--- config.mk ---
export PLATFORM = sky130hd
export DESIGN_NAME = source_injection_arbiter
export DESIGN_NICKNAME = d
export VERILOG_FILES = /design/src/rtl/source_injection_arbiter.sv
export SDC_FILE = /design/constraint.sdc
export NUM_CORES = 1
export LEC_CHECK = 0
export ABC_AREA = 1
export CORE_MARGIN = 8
export CORE_UTILIZATION = 35
export DETAILED_ROUTE_END_ITERATION = 8
export DONT_BUFFER_PORTS = 1
export PLACE_DENSITY = 0.55
export SYNTH_ARGS = -nofsm -noshare
export SYNTH_HDL_FRONTEND = slang
export SYNTH_SLANG_ARGS = --single-unit
--- constraint.sdc ---
create_clock -name clk -period 2.15 [get_ports clk]
set_clock_uncertainty 0.2 [all_clocks]
set_input_delay 0.3225 -clock clk [delete_from_list [all_inputs] [get_ports clk]]
set_output_delay 0.3225 -clock clk [all_outputs]
set_load 0.03 [all_outputs]
--- src/rtl/source_injection_arbiter.sv ---
// Round-robin burst arbiter that funnels NSRC traffic sources into one
// router injection port through a single registered output slot.
`ifndef PAYLOAD_SIZE
`define PAYLOAD_SIZE 8
`endif
`ifndef ADDR_BITS
`define ADDR_BITS 4
`endif

module source_injection_arbiter #(
   parameter int NSRC      = 4,
   parameter int MAX_BURST = 4,
   parameter int HOLD      = 2,
   parameter int W         = `PAYLOAD_SIZE + `ADDR_BITS
) (
   input  logic              clk,
   input  logic              reset,
   input  logic [NSRC*W-1:0] src_item,
   input  logic [NSRC-1:0]   src_valid,
   output logic [NSRC-1:0]   src_send,
   output logic [NSRC-1:0]   src_busy,
   output logic [W-1:0]      item_out,
   output logic              valid_out,
   input  logic              busy_in,
   output logic [15:0]       tx_count
);

   localparam int PW = (NSRC > 1) ? $clog2(NSRC) : 1;

   typedef enum logic {
      IDLE,
      GRANT
   } state_t;

   state_t        state_q, state_d;
   logic [PW-1:0] owner_q, owner_d;
   logic [PW-1:0] rr_ptr_q, rr_ptr_d;
   logic [3:0]    burst_cnt_q, burst_cnt_d;
   logic [2:0]    idle_cnt_q, idle_cnt_d;
   logic [W-1:0]  item_q, item_d;
   logic          valid_q, valid_d;
   logic [15:0]   tx_q, tx_d;

   logic          granted;
   logic          accept_ok;
   logic          owner_valid;
   logic          accept;
   logic          consume;
   logic          burst_done;
   logic          hold_done;
   logic [PW-1:0] owner_nxt;
   logic [PW-1:0] pick;
   logic [PW-1:0] idx;
   logic          found;
   logic [W-1:0]  owner_item;

   assign granted     = (state_q == GRANT);
   assign accept_ok   = !valid_q || !busy_in;
   assign owner_valid = src_valid[owner_q];
   assign accept      = granted && owner_valid && accept_ok;
   assign consume     = valid_q && !busy_in;
   assign burst_done  = accept &&
                        (burst_cnt_q == 4'(MAX_BURST - 1));
   assign hold_done   = granted && !owner_valid &&
                        (idle_cnt_q == 3'(HOLD - 1));
   assign owner_nxt   = (owner_q == PW'(NSRC - 1)) ?
                        '0 : owner_q + 1'b1;

   // first requester at or after rr_ptr, wrapping modulo NSRC
   always_comb begin
      pick  = rr_ptr_q;
      found = 1'b0;
      idx   = '0;
      for (int k = 0; k < NSRC; k++) begin
         idx = PW'((int'(rr_ptr_q) + k) % NSRC);
         if (!found && src_valid[idx]) begin
            pick  = idx;
            found = 1'b1;
         end
      end
   end

   always_comb begin
      owner_item = '0;
      for (int i = 0; i < NSRC; i++) begin
         if (owner_q == PW'(i)) owner_item = src_item[i*W +: W];
      end
   end

   always_comb begin
      src_send = '0;
      src_busy = '1;
      for (int i = 0; i < NSRC; i++) begin
         if (granted && owner_q == PW'(i)) begin
            src_send[i] = 1'b1;
            src_busy[i] = !accept_ok;
         end
      end
   end

   always_comb begin
      state_d     = state_q;
      owner_d     = owner_q;
      rr_ptr_d    = rr_ptr_q;
      burst_cnt_d = burst_cnt_q;
      idle_cnt_d  = idle_cnt_q;
      item_d      = item_q;
      valid_d     = valid_q;
      tx_d        = tx_q;
      if (consume) begin
         valid_d = 1'b0;
         tx_d    = tx_q + 16'd1;
      end
      unique case (state_q)
         IDLE: begin
            if (found) begin
               state_d     = GRANT;
               owner_d     = pick;
               burst_cnt_d = '0;
               idle_cnt_d  = '0;
            end
         end
         GRANT: begin
            if (accept) begin
               item_d      = owner_item;
               valid_d     = 1'b1;
               burst_cnt_d = burst_cnt_q + 4'd1;
               idle_cnt_d  = '0;
            end else if (!owner_valid) begin
               idle_cnt_d = idle_cnt_q + 3'd1;
            end
            if (burst_done || hold_done) begin
               state_d  = IDLE;
               rr_ptr_d = owner_nxt;
            end
         end
         default: state_d = IDLE;
      endcase
   end

   always_ff @(posedge clk or negedge reset) begin
      if (!reset) begin
         state_q     <= IDLE;
         owner_q     <= '0;
         rr_ptr_q    <= '0;
         burst_cnt_q <= '0;
         idle_cnt_q  <= '0;
         item_q      <= '0;
         valid_q     <= 1'b0;
         tx_q        <= '0;
      end else begin
         state_q     <= state_d;
         owner_q     <= owner_d;
         rr_ptr_q    <= rr_ptr_d;
         burst_cnt_q <= burst_cnt_d;
         idle_cnt_q  <= idle_cnt_d;
         item_q      <= item_d;
         valid_q     <= valid_d;
         tx_q        <= tx_d;
      end
   end

   assign item_out  = item_q;
   assign valid_out = valid_q;
   assign tx_count  = tx_q;

endmodule
[Word-level counts from Yosys, hierarchy flattened]
Cells that the tools add are included.
Storage, ports and cells
  input bits: 55
  logic and storage cells: 100
  bits in registers: 41
  output and inout port bits: 37
Operators by class
  add/subtract/negate cells: 7
  eq/ne operators: 8
  bitwise gates (word level): 1
  $lt $le $gt $ge: 5
  reduce and logical (&&, ||, !) cells: 28
  multiplexer cells: 43
Operators with widths (number)
  $mux W12: 4
  $mux W1: 22
  $add A16 B1 Y16 const B: 1
  $lt A2 B3 Y1 const B: 5
  $logic_and A1 B1 Y1: 13
  $bmux W1 S2: 5
  $reduce_and A2 Y1: 5
  $mux W3: 3
  $mux W2: 4
  $mux W4: 2
  $pmux W4 S2: 1
  $logic_not A1 Y1: 7
  $pmux W3 S2: 1
  $add A2 B1 Y2 const B: 2
  $add A2 B2 Y2 const B: 2
  $add A4 B1 Y4 const B: 1
  $eq A2 B2 Y1 const B: 2
  $eq A4 B2 Y1 const B: 1
  $add A3 B1 Y3 const B: 1
  $eq A3 B1 Y1 const B: 1
  $ne A3 B2 Y1 const B: 1
  $eq A2 B1 Y1 const B: 1
  $logic_not A2 Y1: 1
  $logic_or A1 B1 Y1: 2
  other kinds (4): 4

[Logic depth before layout (Yosys ltp)]
Gate-level depths: netlist of run 1.
  depth in word-level cells: 14
  gate-level depth with buffers: 13
  gate-level depth less buffers: 12

[Worst setup path before layout of run 1]
No wires, ideal clock.
  kind: register to output
  start point: register owner_q[0]
  end point: output port src_busy[2]
  data arrival time: 1.557 ns
  path buffers: 1
  required time: 1.627 ns
  setup slack: 0.070 ns
  cell stages (with the launch flop): 7
  cells stage by stage: dfrtp_1 -> inv_2 -> ha_1 -> clkbuf_1 -> nand2_1 -> inv_1 -> nand2_1
On the way
  word-level cells in the longest chain between the ends: 3
Ends and longest elaborated chain
  start, declared: RTL line 36  | logic [PW-1:0] owner_q, owner_d;
  start signal, assigned: RTL line 153  | owner_q <= owner_d;
  $eq A2 B2 Y1: RTL line 94  | if (granted && owner_q == PW'(i)) begin
  $logic_and A1 B1 Y1: RTL line 94
  $mux W1: RTL line 94
  end, declared: RTL line 21  | output logic [NSRC-1:0] src_busy,
No other way between the ends.

[Final worst setup path of run 1]
  start point: register owner_q[1]
  end point: output port src_busy[1]
On the way
  word-level cells in the longest chain between the ends: 3
Ends and longest elaborated chain (RTL line)
  $eq A2 B1 Y1: 94
  $logic_and A1 B1 Y1: 94
  $mux W1: 94
No other way between the ends.

==> results of run 1 <==
## per-layer routing
metal | up-vias | track usage | wire [um]
met5 | - | 0 | 0
met4 | 0 | 0.0384 | 55
met3 | 4 | 0.0402 | 446
met2 | 60 | 0.206 | 3170
met1 | 1019 | 0.165 | 3000
li1 | 1200 | - | -
## where the power goes
| group | total, mW | switching (mW) | internal [mW] |
|---|---|---|---|
| Clock | 0.532 | 0.271 | 0.260 |
| Sequential | 1.58 | 0.528 | 1.05 |
| Combinational | 2.63 | 1.68 | 0.947 |
| Total | 4.74 | 2.48 | 2.26 |
## worst min path at each step
stage | endpoint | depth (start not counted)
after global placement | tx_count[2] | 0
after global routing | tx_count[0] | 3
final | tx_count[0] | 3
after CTS | tx_count[0] | 3
after floorplan | burst_cnt_q[0] | 0
after detailed placement | tx_count[2] | 0
## logic make-up (layout without fill, tap and decap cells)
logic type,Yosys count,in the layout
flops,41,41
fa+ha+maj,8,8
compound gates,47,47
buf+inv,52,82
xor+xnor,16,16
simple gates,195,195
## timing repair
item / in CTS / in global routing
hold buffers: 14 / 0
endpoints found under the hold margin: 53 / 0
endpoints found under the setup margin: 0 / 6
gates resized for setup: 0 / 3
## placed cells by master (no fill, tap or decap), types with 2 or more instances in the layout
master and n:
a21oi_1 13, a31oi_1 12, buf_4 19, clkbuf_8 6, dfrtp_1 40, dlygate4sd3_1 13, ha_1 6, ha_2 2
inv_1 34, inv_2 7, nand2_1 133, nand2_2 5, nand2_4 2, nand3_1 18, nand4_1 3, nor2_1 23
nor3_1 3, nor3_2 2, o211ai_1 12, o21ai_0 2, o21ai_1 4, o21ai_2 3, xnor2_1 5, xor2_1 11
## cell type report
type | count | share of cell area
Inverter | 41 | 0.0499
Clock buffer | 6 | 0.0268
Clock inverter | 2 | 0.00446
Sequential cell | 41 | 0.333
Timing Repair Buffer | 33 | 0.0949
Multi-Input combinational cell | 266 | 0.451
Tap cell | 99 | 0.0402
## critical path, delay by kind of cell (launching register included)
family / cells / cell delay [ps]
flip-flops: 1 / 450
buffers and inverters: 3 / 360
adder cells (fa/ha/maj): 1 / 280
AND/OR/NAND/NOR: 2 / 120
## state kept, by name, summed over array words and instances (netlist names)
name	count
item_out	12
tx_count	16
rr_ptr_q	2
idle_cnt_q	3
granted	1
owner_q	2
valid_out	1
burst_cnt_q	4
## through the flow
step	area, um2	cells
after global routing	3080	488
final	3080	488
after global placement	2830	466
after floorplan	2620	359
after detailed placement	2830	466
after CTS	3080	488
==> results.py, run 1 <==
metrics = {
    "synthesis": {
        "ys.flop_type": "dfrtp_1",
        "avgSynthCellArea_um2": 7.29,
        "synth_xor_area_frac": 0.0535,
        "synth_area_leader_cell": "dfrtp_1",
        "yosysMostFrequentCell": "nand2_1",
        "synth_common_cells": "nand2_1, dfrtp_1, inv_1",
        "synth_adder_area_share": 0.0382,
        "syn_area_mm2": 0.00262,
        "seq_area_frac_synth": 0.392,
        "synthMuxAreaShare": 0,
        "ys_warn_count": 0,
        "ys_types": 30,
        "synth_top_area_frac": 0.392,
        "synthSimpleGateAreaFrac": 0.322,
        "synth_compound_area_frac": 0.113,
        "ys_ff_latch": 41,
        "synthArstFlopShare": 1.00,
        "synth_edf_count": 0,
        "synthCells": 359,
        "synth.area.top_cells": "dfrtp_1, nand2_1, inv_1",
        "synth_nets": 422,
        "synth_top_family_by_area": "simple AND/OR/NAND/NOR gates",
    },
    "sta": {
        "fin_setup_tns_ps": 0,
        "setup_violations": 0,
        "hold_viol": 0,
        "final_max_slew_viol_count": 0,
        "period_share": 0.938,
        "finalWorstSetupSlack_ps": 134,
        "hold_slack_ps": 47.1,
        "layout_min_cycle_time_ps": 2020,
        "fmax_mhz": 496,
        "rsz0062_at_grt": "false",
        "max_slew_margin": 0.732,
        "worst-slew-pin-transition_ps": 401,
    },
    "setup_path": {
        "required_ps": 1630,
        "timing.rr.start": "owner_q[0]",
        "startpoint_type": "register",
        "crit_path_max_fanout": 8,
        "cp_slowest_cell": "dfrtp_1",
        "worstSetupEndpoint": "src_busy[1]",
        "reg2reg_depth": 8,
        "cp_cell_sequence": "inv_1 -> ha_2 -> nand2_1 -> inv_1 -> nand2_1 -> buf_4",
        "r2r_end": "item_out[2]",
        "cp.arrival_ps": 1490,
        "worstSetupPathType": "reg2out",
        "r2r_setup_slack_ps": 260,
        "crit_start": "owner_q[1]",
        "critPathCaptureType": "primary output",
        "critPathMaxStageDelay_ps": 450,
    },
    "clock_network": {
        "clkTransAtPathRegs_ps": 80,
        "ctsHtreeMaxLevel": 2,
        "cts_root_buf": "clkbuf_8",
        "cts_tree": "yes",
        "postCtsSetupBuffers": 0,
        "cts_buffer_depth": 2,
        "clock_sinks": 41,
        "insertion_delay_ps": 290,
        "cts_buffers": 5,
    },
    "die": {
        "die_h_um": 102,
        "coreArea_mm2": 0.00725,
        "start_util": 0.361,
        "io_pins": 92,
        "rows": 31,
        "fp.dieArea_mm2": 0.0105,
        "die_x_um": 102,
    },
    "grt": {
        "grt_pass1_vias": 2291,
        "grt_pass1_wl_mm": 10.9,
        "antenna_found_initial": 0,
        "overflow": 0,
        "gr-usage-all-layers": 0.130,
        "grt_max_degree": 42,
    },
    "status": {
        "status": "complete, no violations",
    },
    "finish": {
        "fin_util": 0.425,
        "nets": 451,
        "seq_area_mm2": 0.00103,
        "areaGrowthSynthToFinish_pct": 17.8,
        "drive_above_1_share": 0.141,
        "multi_input_area_mm2": 0.00139,
        "antenna_cells": 0,
        "nFillCells": 760,
    },
    "worst_hold_path": {
        "worst_hold_path_type": "in2reg",
        "worstHoldStart": "busy_in",
    },
    "detailed_routing": {
        "drt-initial-drc-count": 83,
        "viasPerCell": 4.68,
        "drc": 0,
        "vias": 2283,
        "drt_pass1_iterations": 4,
        "routed_wl_mm": 6.68,
        "ant_nets": 0,
        "route.detailed.wl_per_inst_um": 13.7,
    },
    "placement": {
        "pre_cts_ws_ps": 220,
        "portBuffers": 0,
        "routabilityCongestion": 0.826,
        "dp_hpwl_mm": 5.19,
    },
    "pwr": {
        "vdd_drop_max_uv": 679,
        "p_total_mw": 4.74,
        "p_leak_nw": 1.57,
        "p_per_area_mw_per_mm2": 1540,
    },
    "flow_run": {
        "maxCapViolations": 0,
    },
}
Note: power is estimated with default switching activity, not from simulation.
==> inputs of run 2 (changes only) <==
--- a/config.mk
+++ b/config.mk
@@ -7,10 +7,12 @@
 export LEC_CHECK = 0
 export ABC_AREA = 1
 export CORE_MARGIN = 8
-export CORE_UTILIZATION = 35
+export CORE_UTILIZATION = 45
 export DETAILED_ROUTE_END_ITERATION = 8
 export DONT_BUFFER_PORTS = 1
-export PLACE_DENSITY = 0.55
+export MAX_ROUTING_LAYER = met4
+export PLACE_DENSITY = 0.66
+export SLEW_MARGIN = 30
 export SYNTH_ARGS = -nofsm -noshare
 export SYNTH_HDL_FRONTEND = slang
 export SYNTH_SLANG_ARGS = --single-unit
==> run 2 against run 1 <==
Die area fell by 19%. Final area barely moved. Total power rose by 1.1%. Global-route usage rose by 3.9 points. Routed wire length rose by 2.9%. Clock power rose by 2%. Critical path depth did not move. Highest routed layer unchanged. Hold slack got worse by 7.0 ps. First-iteration DRC count rose by 27%. Register-to-register slack got worse by 30 ps.
==> results.py, run 2 (synthesis results as in run 1) <==
metrics = {
    "sta": {
        "worst-slew-pin-transition_ps": 439,
        "hold_viol": 0,
        "rsz0062_at_grt": "false",
        "setup_violations": 0,
        "fmax_mhz": 502,
        "final_max_slew_viol_count": 0,
        "fin_setup_tns_ps": 0,
        "layout_min_cycle_time_ps": 1990,
        "period_share": 0.927,
        "max_slew_margin": 0.706,
    },
    "detailed_routing": {
        "drc": 0,
        "routed_wl_mm": 6.87,
        "drt-initial-drc-count": 105,
        "ant_nets": 0,
        "drt_pass1_iterations": 6,
        "route.detailed.wl_per_inst_um": 14.7,
        "vias": 2417,
        "viasPerCell": 5.16,
    },
    "finish": {
        "layout_common_cells": "nand2_1, dfrtp_1, inv_1",
        "mostFrequentLayoutCell": "nand2_1",
        "areaGrowthSynthToFinish_pct": 17.9,
        "nFillCells": 561,
        "nets": 456,
        "drive_above_1_share": 0.152,
        "largest_reg_flops": 16,
        "fin_util": 0.554,
    },
    "grt": {
        "overflow": 0,
        "gr-usage-all-layers": 0.169,
        "grt_pass1_wl_mm": 11.5,
        "grt_max_degree": 42,
        "antenna_found_initial": 1,
        "grt_pass1_vias": 2458,
    },
    "die": {
        "coreArea_mm2": 0.00557,
        "start_util": 0.470,
        "rows": 27,
        "fp.dieArea_mm2": 0.00851,
        "die_x_um": 92.3,
        "die_h_um": 92.3,
        "io_pins": 92,
    },
    "setup_path": {
        "critPathCaptureType": "primary output",
        "cp.arrival_ps": 1470,
        "r2r_setup_slack_ps": 230,
        "r2r_end": "item_out[1]",
        "worstSetupPathType": "reg2out",
        "crit_path_max_fanout": 6,
        "reg2reg_depth": 8,
        "startpoint_type": "register",
        "required_ps": 1630,
        "timing.rr.start": "owner_q[0]",
    },
    "clock_network": {
        "ctsHtreeMaxLevel": 2,
        "cts_tree": "yes",
        "postCtsSetupBuffers": 0,
        "cts_buffer_depth": 2,
        "insertion_delay_ps": 290,
        "cts_buffers": 5,
        "cts_root_buf": "clkbuf_8",
        "clkTransAtPathRegs_ps": 80,
        "clock_sinks": 41,
    },
    "pwr": {
        "p_per_area_mw_per_mm2": 1550,
        "vdd_drop_max_uv": 965,
        "p_leak_nw": 1.59,
    },
    "worst_hold_path": {
        "worstHoldStart": "busy_in",
        "hold_depth": 3,
        "min_to": "tx_count[0]",
        "worst_hold_path_type": "in2reg",
    },
    "status": {
        "status": "complete, no violations",
    },
    "placement": {
        "routabilityCongestion": 0.848,
        "dp_hpwl_mm": 5.24,
        "portBuffers": 0,
    },
    "flow_run": {
        "maxCapViolations": 0,
    },
}
run 2: changes by cell type in the layout (fill, tap and decap cells not counted), sizes merged:
cell	delta
buf	+5
diode	+2
run 2: worst max-delay path, stage by stage, from the launching register on:
cell and delay [ps]:
dfrtp_1 450, inv_1 130, ha_2 250, nand2_1 60, inv_1 70, nand2_1 50
buf_4 160
run 2: layout make-up:
cell class	count	area (um2)	area share
sequential	41	1030	0.333
clock inverter	2	13.8	0.00446
clock buffer	6	82.6	0.0268
tap	72	90.1	0.0292
multi-input combinational	266	1380	0.448
antenna	2	5.00	0.00162
inverter	41	154	0.0499
timing repair buffer	38	330	0.107
run 2: worst max path at each step:
stage | endpoint | slack (ps) | start
final | src_busy[1] | 160 | owner_q[1]
after global routing | src_busy[2] | 40 | owner_q[0]
after CTS | src_busy[1] | 80 | owner_q[1]
after detailed placement | owner_q[0] | 140 | rr_ptr_q[0]
after global placement | owner_q[0] | 170 | rr_ptr_q[0]
after floorplan | src_busy[2] | 70 | owner_q[0]
run 2: repair_timing:
action / 4_1_cts / 5_1_grt
endpoints found under the hold margin: 53 / 0
endpoints found under the setup margin: 0 / 6
hold buffers: 14 / 0
gates resized for setup: 0 / 3
run 2: per-stage QoR:
| stage | cell area (um2) | total power [mW] | instances | setup slack [ps] | hold slack, ps |
|---|---|---|---|---|---|
| finish | 3090 | 4.79 | 468 | 158 | 40.1 |
| detailed placement | 2830 | 4.23 | 444 | 143 | -172 |
| CTS | 3080 | 4.82 | 466 | 84.8 | 27.4 |
| global placement | 2830 | 4.18 | 444 | 169 | -172 |
| global route | 3080 | 5.24 | 467 | 44.8 | 50.5 |
| floorplan | 2620 | 3.55 | 359 | 70.4 | -173 |
run 2: per-layer routing:
metal	wire length, um	GRT usage	share of wire
met5	0	-	0
met4	154	0.0698	0.022
met3	442	0.0432	0.064
met2	3400	0.275	0.49
met1	2880	0.192	0.42
run 2: report_power, final:
group | total (mW) | switching [mW] | internal (mW)
clock | 0.541 | 0.281 | 0.261
sequential | 1.59 | 0.540 | 1.05
combinational | 2.66 | 1.67 | 0.981
